## config.mk

```make
export PLATFORM = sky130hd
export DESIGN_NAME = ex_stage
export DESIGN_NICKNAME = d
export VERILOG_FILES = /design/src/rtl/ex_stage.sv
export SDC_FILE = /design/constraint.sdc
export NUM_CORES = 2
export LEC_CHECK = 0
export BUFFER_PORTS_ARGS = -buffer_cell sky130_fd_sc_hd__buf_4
export CORE_MARGIN = 5
export CORE_UTILIZATION = 55
export CTS_CLUSTER_DIAMETER = 100
export CTS_CLUSTER_SIZE = 12
export DETAILED_ROUTE_END_ITERATION = 16
export HOLD_SLACK_MARGIN = 0.08
export PLACE_DENSITY = 0.77
export SETUP_SLACK_MARGIN = 0.5
export SLEW_MARGIN = 15
export SYNTH_ARGS = -nofsm -noshare
export SYNTH_HDL_FRONTEND = slang
export SYNTH_SLANG_ARGS = --single-unit
```

## constraint.sdc

```tcl
create_clock -name clk -period 15.8 [get_ports clk]
set_clock_uncertainty 0.2 [all_clocks]
set_input_delay 2.37 -clock clk [delete_from_list [all_inputs] [get_ports clk]]
set_output_delay 2.37 -clock clk [all_outputs]
set_load 0.05 [all_outputs]
```

## src/rtl/ex_stage.sv

```systemverilog
// ex_stage: execute stage downstream of instruction decode.
//
// Selects the B operand, runs the ALU (add / sub / and / orr / pass-B), runs
// MUL on an iterative shift-add multiplier, forms the branch target and
// decision, and registers everything into the EX/MEM output latch.
//
// Ports:
//   clk, reset          rising-edge clock, synchronous active-high reset
//   in_valid / in_ready upstream handshake; in_ready is low only while a MUL
//                       is iterating, and upstream must hold its inputs then
//   cur_pc, read_data1, read_data2, ext_addr, opcode, alu_op, alu_src
//                       decoded operands and ALU controls
//   branch, uncondbranch, mem_read, mem_write, mem_to_reg
//                       decode control bits
//   out_valid           one-cycle pulse when the EX/MEM latch takes a result
//   alu_result, zero, store_data, branch_target, pc_src,
//   mem_read_q, mem_write_q, mem_to_reg_q, illegal_op
//                       EX/MEM latch contents
module ex_stage #(
    parameter int WORD    = 64,
    parameter int OPC_LEN = 11
) (
    input  logic               clk,
    input  logic               reset,
    input  logic               in_valid,
    output logic               in_ready,
    input  logic [WORD-1:0]    cur_pc,
    input  logic [WORD-1:0]    read_data1,
    input  logic [WORD-1:0]    read_data2,
    input  logic [WORD-1:0]    ext_addr,
    input  logic [OPC_LEN-1:0] opcode,
    input  logic [1:0]         alu_op,
    input  logic               alu_src,
    input  logic               branch,
    input  logic               uncondbranch,
    input  logic               mem_read,
    input  logic               mem_write,
    input  logic               mem_to_reg,
    output logic               out_valid,
    output logic [WORD-1:0]    alu_result,
    output logic               zero,
    output logic [WORD-1:0]    store_data,
    output logic [WORD-1:0]    branch_target,
    output logic               pc_src,
    output logic               mem_read_q,
    output logic               mem_write_q,
    output logic               mem_to_reg_q,
    output logic               illegal_op
);

    localparam int CW = $clog2(WORD);

    localparam logic [OPC_LEN-1:0] OPC_ADD = OPC_LEN'(11'b10001011000);
    localparam logic [OPC_LEN-1:0] OPC_SUB = OPC_LEN'(11'b11001011000);
    localparam logic [OPC_LEN-1:0] OPC_AND = OPC_LEN'(11'b10001010000);
    localparam logic [OPC_LEN-1:0] OPC_ORR = OPC_LEN'(11'b10101010000);
    localparam logic [OPC_LEN-1:0] OPC_MUL = OPC_LEN'(11'b10011011000);

    typedef enum logic {
        IDLE,
        MUL_BUSY
    } state_t;

    state_t state_q, state_d;

    // Multiplier working registers.
    logic [WORD-1:0] mcand_q, mcand_d;
    logic [WORD-1:0] mplier_q, mplier_d;
    logic [WORD-1:0] acc_q, acc_d;
    logic [CW-1:0]   cnt_q, cnt_d;

    // Fields of the in-flight MUL, held until the product is ready.
    logic [WORD-1:0] s_store_q, s_store_d;
    logic [WORD-1:0] s_target_q, s_target_d;
    logic            s_branch_q, s_branch_d;
    logic            s_uncond_q, s_uncond_d;
    logic            s_mr_q, s_mr_d;
    logic            s_mw_q, s_mw_d;
    logic            s_mtr_q, s_mtr_d;

    // EX/MEM output latch.
    logic            out_valid_q, out_valid_d;
    logic [WORD-1:0] result_q, result_d;
    logic            zero_q, zero_d;
    logic [WORD-1:0] store_q, store_d;
    logic [WORD-1:0] target_q, target_d;
    logic            pc_src_q, pc_src_d;
    logic            mr_q, mr_d;
    logic            mw_q, mw_d;
    logic            mtr_q, mtr_d;
    logic            illegal_q, illegal_d;

    // Combinational ALU.
    logic [WORD-1:0] b_op;
    logic [WORD-1:0] alu_res;
    logic            alu_ill;
    logic            is_mul;
    logic [WORD-1:0] target_in;
    logic [WORD-1:0] acc_next;

    assign b_op      = alu_src ? ext_addr : read_data2;
    assign target_in = cur_pc + (ext_addr << 2);

    // NOTE: every signal written in an always_comb gets a default first, so no
    // path through the case statements can leave it unassigned and infer a latch.
    always_comb begin
        alu_res = '0;
        alu_ill = 1'b0;
        is_mul  = 1'b0;
        unique case (alu_op)
            2'b00: alu_res = read_data1 + b_op;
            2'b01: alu_res = b_op;
            2'b10: begin
                if (opcode == OPC_ADD)      alu_res = read_data1 + b_op;
                else if (opcode == OPC_SUB) alu_res = read_data1 - b_op;
                else if (opcode == OPC_AND) alu_res = read_data1 & b_op;
                else if (opcode == OPC_ORR) alu_res = read_data1 | b_op;
                else if (opcode == OPC_MUL) is_mul  = 1'b1;
                else                        alu_ill = 1'b1;
            end
            default: alu_ill = 1'b1;
        endcase
    end

    // Next-state and output-latch logic.
    always_comb begin
        state_d     = state_q;
        mcand_d     = mcand_q;
        mplier_d    = mplier_q;
        acc_d       = acc_q;
        cnt_d       = cnt_q;
        s_store_d   = s_store_q;
        s_target_d  = s_target_q;
        s_branch_d  = s_branch_q;
        s_uncond_d  = s_uncond_q;
        s_mr_d      = s_mr_q;
        s_mw_d      = s_mw_q;
        s_mtr_d     = s_mtr_q;
        result_d    = result_q;
        zero_d      = zero_q;
        store_d     = store_q;
        target_d    = target_q;
        mr_d        = mr_q;
        mw_d        = mw_q;
        mtr_d       = mtr_q;
        illegal_d   = illegal_q;
        // out_valid is a pulse and pc_src is only meaningful alongside it.
        out_valid_d = 1'b0;
        pc_src_d    = 1'b0;
        acc_next    = acc_q + (mplier_q[0] ? mcand_q : '0);

        unique case (state_q)
            IDLE: begin
                if (in_valid) begin
                    if (is_mul) begin
                        mcand_d    = read_data1;
                        mplier_d   = b_op;
                        acc_d      = '0;
                        cnt_d      = '0;
                        s_store_d  = read_data2;
                        s_target_d = target_in;
                        s_branch_d = branch;
                        s_uncond_d = uncondbranch;
                        s_mr_d     = mem_read;
                        s_mw_d     = mem_write;
                        s_mtr_d    = mem_to_reg;
                        state_d    = MUL_BUSY;
                    end else begin
                        result_d    = alu_res;
                        zero_d      = (alu_res == '0);
                        store_d     = read_data2;
                        target_d    = target_in;
                        pc_src_d    = uncondbranch | (branch & (alu_res == '0));
                        mr_d        = mem_read;
                        mw_d        = mem_write;
                        mtr_d       = mem_to_reg;
                        illegal_d   = alu_ill;
                        out_valid_d = 1'b1;
                    end
                end
            end
            MUL_BUSY: begin
                acc_d    = acc_next;
                mcand_d  = mcand_q << 1;
                mplier_d = mplier_q >> 1;
                cnt_d    = cnt_q + 1'b1;
                // Last iteration: acc_next already includes the final partial
                // product, so it goes straight into the output latch.
                if (cnt_q == CW'(WORD - 1)) begin
                    result_d    = acc_next;
                    zero_d      = (acc_next == '0);
                    store_d     = s_store_q;
                    target_d    = s_target_q;
                    pc_src_d    = s_uncond_q | (s_branch_q & (acc_next == '0));
                    mr_d        = s_mr_q;
                    mw_d        = s_mw_q;
                    mtr_d       = s_mtr_q;
                    illegal_d   = 1'b0;
                    out_valid_d = 1'b1;
                    state_d     = IDLE;
                end
            end
            default: state_d = IDLE;
        endcase
    end

    // NOTE: sequential state uses non-blocking assignments so every flop
    // samples its _d value from before the edge, independent of statement order.
    always_ff @(posedge clk) begin
        if (reset) begin
            state_q     <= IDLE;
            mcand_q     <= '0;
            mplier_q    <= '0;
            acc_q       <= '0;
            cnt_q       <= '0;
            s_store_q   <= '0;
            s_target_q  <= '0;
            s_branch_q  <= 1'b0;
            s_uncond_q  <= 1'b0;
            s_mr_q      <= 1'b0;
            s_mw_q      <= 1'b0;
            s_mtr_q     <= 1'b0;
            out_valid_q <= 1'b0;
            result_q    <= '0;
            zero_q      <= 1'b0;
            store_q     <= '0;
            target_q    <= '0;
            pc_src_q    <= 1'b0;
            mr_q        <= 1'b0;
            mw_q        <= 1'b0;
            mtr_q       <= 1'b0;
            illegal_q   <= 1'b0;
        end else begin
            state_q     <= state_d;
            mcand_q     <= mcand_d;
            mplier_q    <= mplier_d;
            acc_q       <= acc_d;
            cnt_q       <= cnt_d;
            s_store_q   <= s_store_d;
            s_target_q  <= s_target_d;
            s_branch_q  <= s_branch_d;
            s_uncond_q  <= s_uncond_d;
            s_mr_q      <= s_mr_d;
            s_mw_q      <= s_mw_d;
            s_mtr_q     <= s_mtr_d;
            out_valid_q <= out_valid_d;
            result_q    <= result_d;
            zero_q      <= zero_d;
            store_q     <= store_d;
            target_q    <= target_d;
            pc_src_q    <= pc_src_d;
            mr_q        <= mr_d;
            mw_q        <= mw_d;
            mtr_q       <= mtr_d;
            illegal_q   <= illegal_d;
        end
    end

    assign in_ready      = (state_q == IDLE);
    assign out_valid     = out_valid_q;
    assign alu_result    = result_q;
    assign zero          = zero_q;
    assign store_data    = store_q;
    assign branch_target = target_q;
    assign pc_src        = pc_src_q;
    assign mem_read_q    = mr_q;
    assign mem_write_q   = mw_q;
    assign mem_to_reg_q  = mtr_q;
    assign illegal_op    = illegal_q;

endmodule

```

* After elaboration in Yosys (flattened, before gate mapping)
Cells that the tools add are included.
** Storage, ports and cells
- Register bits :: 531
- Input bits :: 278
- Output and inout bits :: 200
- Logic and storage cells :: 128
** Operators by class
- Add/subtract/negate cells :: 5
- Eq/ne operators :: 12
- Muxes and demuxes :: 75
- Bitwise gates (word level) :: 7
- Reduce and logical (&&, ||, !) cells :: 7
** Operator list (number)
- $mux W64 :: 21
- $pmux W64 S2 :: 6
- $add A64 B64 Y64 :: 3
- $pmux W64 S3 :: 1
- $logic_not A64 Y1 :: 2
- $and A64 B64 Y64 :: 1
- $or A64 B64 Y64 :: 1
- $sub A64 B64 Y64 :: 1
- $eq A11 B11 Y1 const B :: 5
- $mux W1 :: 35
- $pmux W1 S2 :: 9
- $mux W6 :: 2
- $pmux W6 S2 :: 1
- $add A6 B1 Y6 const B :: 1
- $eq A6 B6 Y1 const B :: 1
- $reduce_and A3 Y1 :: 2
- $ne A2 B1 Y1 const B :: 2
- $ne A2 B2 Y1 const B :: 2
- $and A1 B1 Y1 :: 2
- $eq A2 B1 Y1 const B :: 1
- $eq A2 B2 Y1 const B :: 1
- $logic_not A2 Y1 :: 1
- $or A1 B1 Y1 :: 2
- $reduce_and A2 Y1 :: 1
- other kinds (2) :: 2

* Longest topological paths before layout
- Depth in word-level cells :: 13
- Gate-level depth with buffers :: 23
- Mapped depth without buffers :: 19

* Worst setup path after synthesis
No wires, ideal clock.
- Kind :: input -> register
- Start point :: in alu_src
- End point :: reg zero_q, in the netlist zero
- Library setup time :: 0.079 ns
- Arrival time :: 8.153 ns
- Required time :: 15.521 ns
- Setup slack :: 7.368 ns
- Stages on the path :: 20
- Path buffers :: 6
- Cells stage by stage :: clkbuf_1 > buf_2 > buf_1 > buf_1 > clkbuf_1 > mux2i_1 > ha_1 > clkbuf_1 > nor4_1 > a21oi_1 > o41ai_1 > nand2_1 > a32oi_1 > o22ai_1 > or3b_1 > a2111o_1 > nor4_1 > nand4_1 > or2_1 > o211ai_1
** On the way
- Longest elaborated chain between the ends :: 11
- Elaborated cells between the ends (all ways) :: 14
- Those cells by class :: add/sub (2); mux (9); bitwise (2); reduce/logical (1)
** Ends and longest elaborated chain
- from (decl) :: RTL line 33 : input logic alu_src,
- $mux W64 * :: RTL line 101 : assign b_op = alu_src ? ext_addr : read_data2;
- parallel branches: the longest is 5 deep, another holds $sub A64 B64 Y64
- $pmux W64 S3 * :: RTL line 110 : unique case (alu_op)
- $logic_not A64 Y1 * :: RTL line 170 : zero_d = (alu_res == '0);
- $mux W1 * :: RTL line 155 : if (is_mul) begin
- $mux W1 * :: RTL line 154 : if (in_valid) begin
- $pmux W1 S2 * :: RTL line 152 : unique case (state_q)
- to (signal assigned) :: RTL line 248 : zero_q <= zero_d;
- to (decl) :: RTL line 84 : logic zero_q, zero_d;
Every way passes the cells marked *. The select of a mux whose other input is x is not followed.
A chain may end at the register's enable or synchronous reset.

* Worst setup path in the final report
Ends and elaborated chain as after synthesis.

==> results.ini <==
[outcome]
status = complete, no violations

[yosys]
syn-instance-count = 5697
syn_area_sq_um = 41500
yosysTopAreaCell = dfxtp_1
synthArstFlopShare = 0
yosysUniqueCellTypes = 93
ys_warn_count = 0
netlist_top_cells_count = a21oi_1, nand2_1, nor2_1, dfxtp_1, ha_1
syn_nets = 6321
ys_seq_elements = 531
yosys-top-cells-area = dfxtp_1, ha_1, a21oi_1, nand2_1, nor2_1
ys.flop_type = dfxtp_1
netlist.area_leader.share = 0.256
post-synth-top-count-cell = a21oi_1
synth_edf_count = 0
avgSynthCellArea_sq_um = 7.29
ys_seq_area_frac = 0.256

[worst_setup_path]
end_kind = flop
arrival_ns = 9.10
path_class = in -> reg
cp_max_fo = 48
crit_top_cell = nor4_1
critPathTopFamily = simple AND/OR/NAND/NOR gates
slowest_stage = nor4_1
worstReg2RegEnd = pc_src
crit_required_ns = 16.15
worstPathCellList = buf_4 -> buf_4 -> mux2i_1 -> ha_1 -> nor4_1 -> nand3_1 -> a21oi_1 -> nor4_1 -> a22oi_1 -> and3_1 -> a21oi_1 -> a211o_1 -> a2111oi_0 -> nand4_1 -> nor4_1 -> nand4_1 -> or2_1 -> o211ai_1
worstSetupStartpointType = primary input
reg2reg_depth = 15
critical_path_buf_inv_count = 2
rrSetupSlack_ns = 9.33
r2r_start = mplier_q[0]
max_stage_delay_ns = 0.93

[cts]
clock_path_buffers = 3
post_cts_buffers = 0
cts_tree = done
cts_made_buffers = 51
root_buffer = clkbuf_16
hold_buffers = 0
ctsResizeCount = 0
clock-sinks = 531
clk_pin_slew_ns = 0.06
htree_levels = 2
clock_latency_ns = 0.67

[global_routing]
grt_pass1_vias = 42500
grt_overflow = 0
grt_first_pass_wirelength_mm = 263
grt_antenna_before_repair = 12
grt_util_met1 = 0.491
gr-usage-met3 = 0.0776
use_met2 = 0.658
grt_max_degree = 218
grt.busiest_layer = met2
track_usage = 0.415

[sta]
min_period_over_period = 0.554
fin_crit_ns = 8.76
fmax_mhz = 114
maxSlewViolCount = 0
rsz0062_at_grt = no
worst_slack_ns = 7.04
holdWs_ns = 0.249
slew_headroom = 0.220
worst_slew_pin_slew_ns = 1.17
setup_tns_ns = 0
hold_viol_final = 0
setup_viol = 0

[flow_run]
maxCapViolCount = 0

[power_and_ir_drop]
p_comb_frac = 0.331
swShare = 0.377
pwr_density_cell_nw_per_um2 = 81.6
total_power_w = 0.00382
p_sw_w = 0.00144
ir_drop_mv = 0.0954
leakagePower_nw = 19.4
p_clk_frac = 0.301
internal_power_w = 0.00238
pwr-share-seq = 0.367

[placement]
dp.cells = 6814
dp_slack_ns = 6.79
place_hpwl_mm = 136
gp_routability_congestion = 1.07
portBuffers = 477

[drt]
drt-total-wl_mm = 179
wl_per_cell_um = 26.0
vias = 45300
drtIter0Drc = 5043
viasPerCell = 6.58
dr.pass1.iters = 6
drtAntennaViolNets = 0
drc_errors = 0

[floorplanning]
fp.dieH_um = 285
start_util = 0.556
die_area_sq_um = 81100
ios = 478
row_count = 100
die_w_um = 285
core_sq_um = 74700

[min_path]
whs_endpoint = s_branch_q
worstHoldStart = s_branch_q
hold-path-cell-count = 2
worst_hold_path_type = reg -> reg

[layout]
syn_to_final_growth_pct = 12.7
fin_cells = 6884
drive_above_1_share = 0.119
nets = 6522

-- flip-flops by register name (all words and copies together), names as in the netlist, 64 cells and up --
name and count:
mcand_q 64, mplier_q 64, s_store_q 64, store_data 64, branch_target 64, s_target_q 64, acc_q 64, alu_result 64
-- layer usage --
| metal | share of wire | up-vias |
|---|---|---|
| met5 | 0 | - |
| met1 | 0.37 | 21200 |
| met4 | 0.10 | 0 |
| met2 | 0.44 | 2578 |
| met3 | 0.088 | 732 |
| li1 | - | 20800 |
-- worst reg2reg max path: cells and delay by family, from the launching register on --
family | cells | cell delay [ns]
AOI/OAI and AO/OA | 4 | 0.63
DFF | 1 | 0.58
and+or+nand+nor | 9 | 4.13
buffers and inverters | 1 | 0.50
adders and majority gates | 1 | 0.32
-- metrics by stage --
| step | util | instance area [sq um] |
|---|---|---|
| 6_report | 0.627 | 46800 |
| 5_1_grt | 0.626 | 46800 |
| 4_1_cts | 0.626 | 46800 |
| 3_5_place_dp | 0.607 | 45400 |
| 3_3_place_gp | 0.607 | 45400 |
| 2_1_floorplan | - | 41500 |
-- layout by cell type, fill, tap and decap left out, types with 43 or more instances in the layout --
cell type / instances
dfxtp_1: 530
mux2i_1: 142
o211ai_1: 53
xor2_1: 66
nor2b_1: 53
ha_1: 342
buf_4: 526
nand4_1: 67
a22o_1: 58
a21oi_1: 747
and2_1: 78
a211oi_1: 192
nand3_1: 131
inv_1: 251
nor3_1: 81
a21o_1: 85
o21ai_0: 304
xnor2_1: 108
o31ai_1: 43
clkbuf_16: 52
nor4_1: 47
o21bai_1: 52
nor2_1: 572
o22ai_1: 45
nand2_1: 696
-- worst max path at each step --
stage | start | to | slack, ns | cells past startpoint
finish | alu_src | zero | 7.04 | 18
floorplan | alu_src | zero | 7.37 | 20
CTS | alu_src | zero | 7.41 | 18
global placement | alu_src | zero | 6.96 | 18
global route | alu_src | zero | 6.99 | 18
detailed placement | alu_src | zero | 6.79 | 18
-- cell families after synthesis --
family / Yosys count / synth area share
simple gates: 1926 / 0.210
compound gates: 1915 / 0.292
buf+inv: 634 / 0.0580
flops: 531 / 0.256
fa+ha+maj: 346 / 0.105
xor+xnor: 174 / 0.0367
mux: 171 / 0.0421
-- final cells by class --
cell class                 count  area (sq um)
sequential                   531         10600
clock inverter                 5          76.3
timing repair buffer         529          4000
inverter                     253           952
multi-input combinational   4532         28600
clock buffer                  54          1320
antenna                       11          27.5
fill                        6943         27900
tap                          969          1210
-- power by group through the flow --
stage               clock, W  sequential, W  combinational (W)
global route         0.00121        0.00141            0.00133
CTS                  0.00115        0.00140            0.00123
floorplan                  0        0.00157           0.000650
detailed placement         0        0.00143            0.00122
finish               0.00115        0.00140            0.00126
global placement           0        0.00143            0.00122
(Power assumes the default switching activity.)
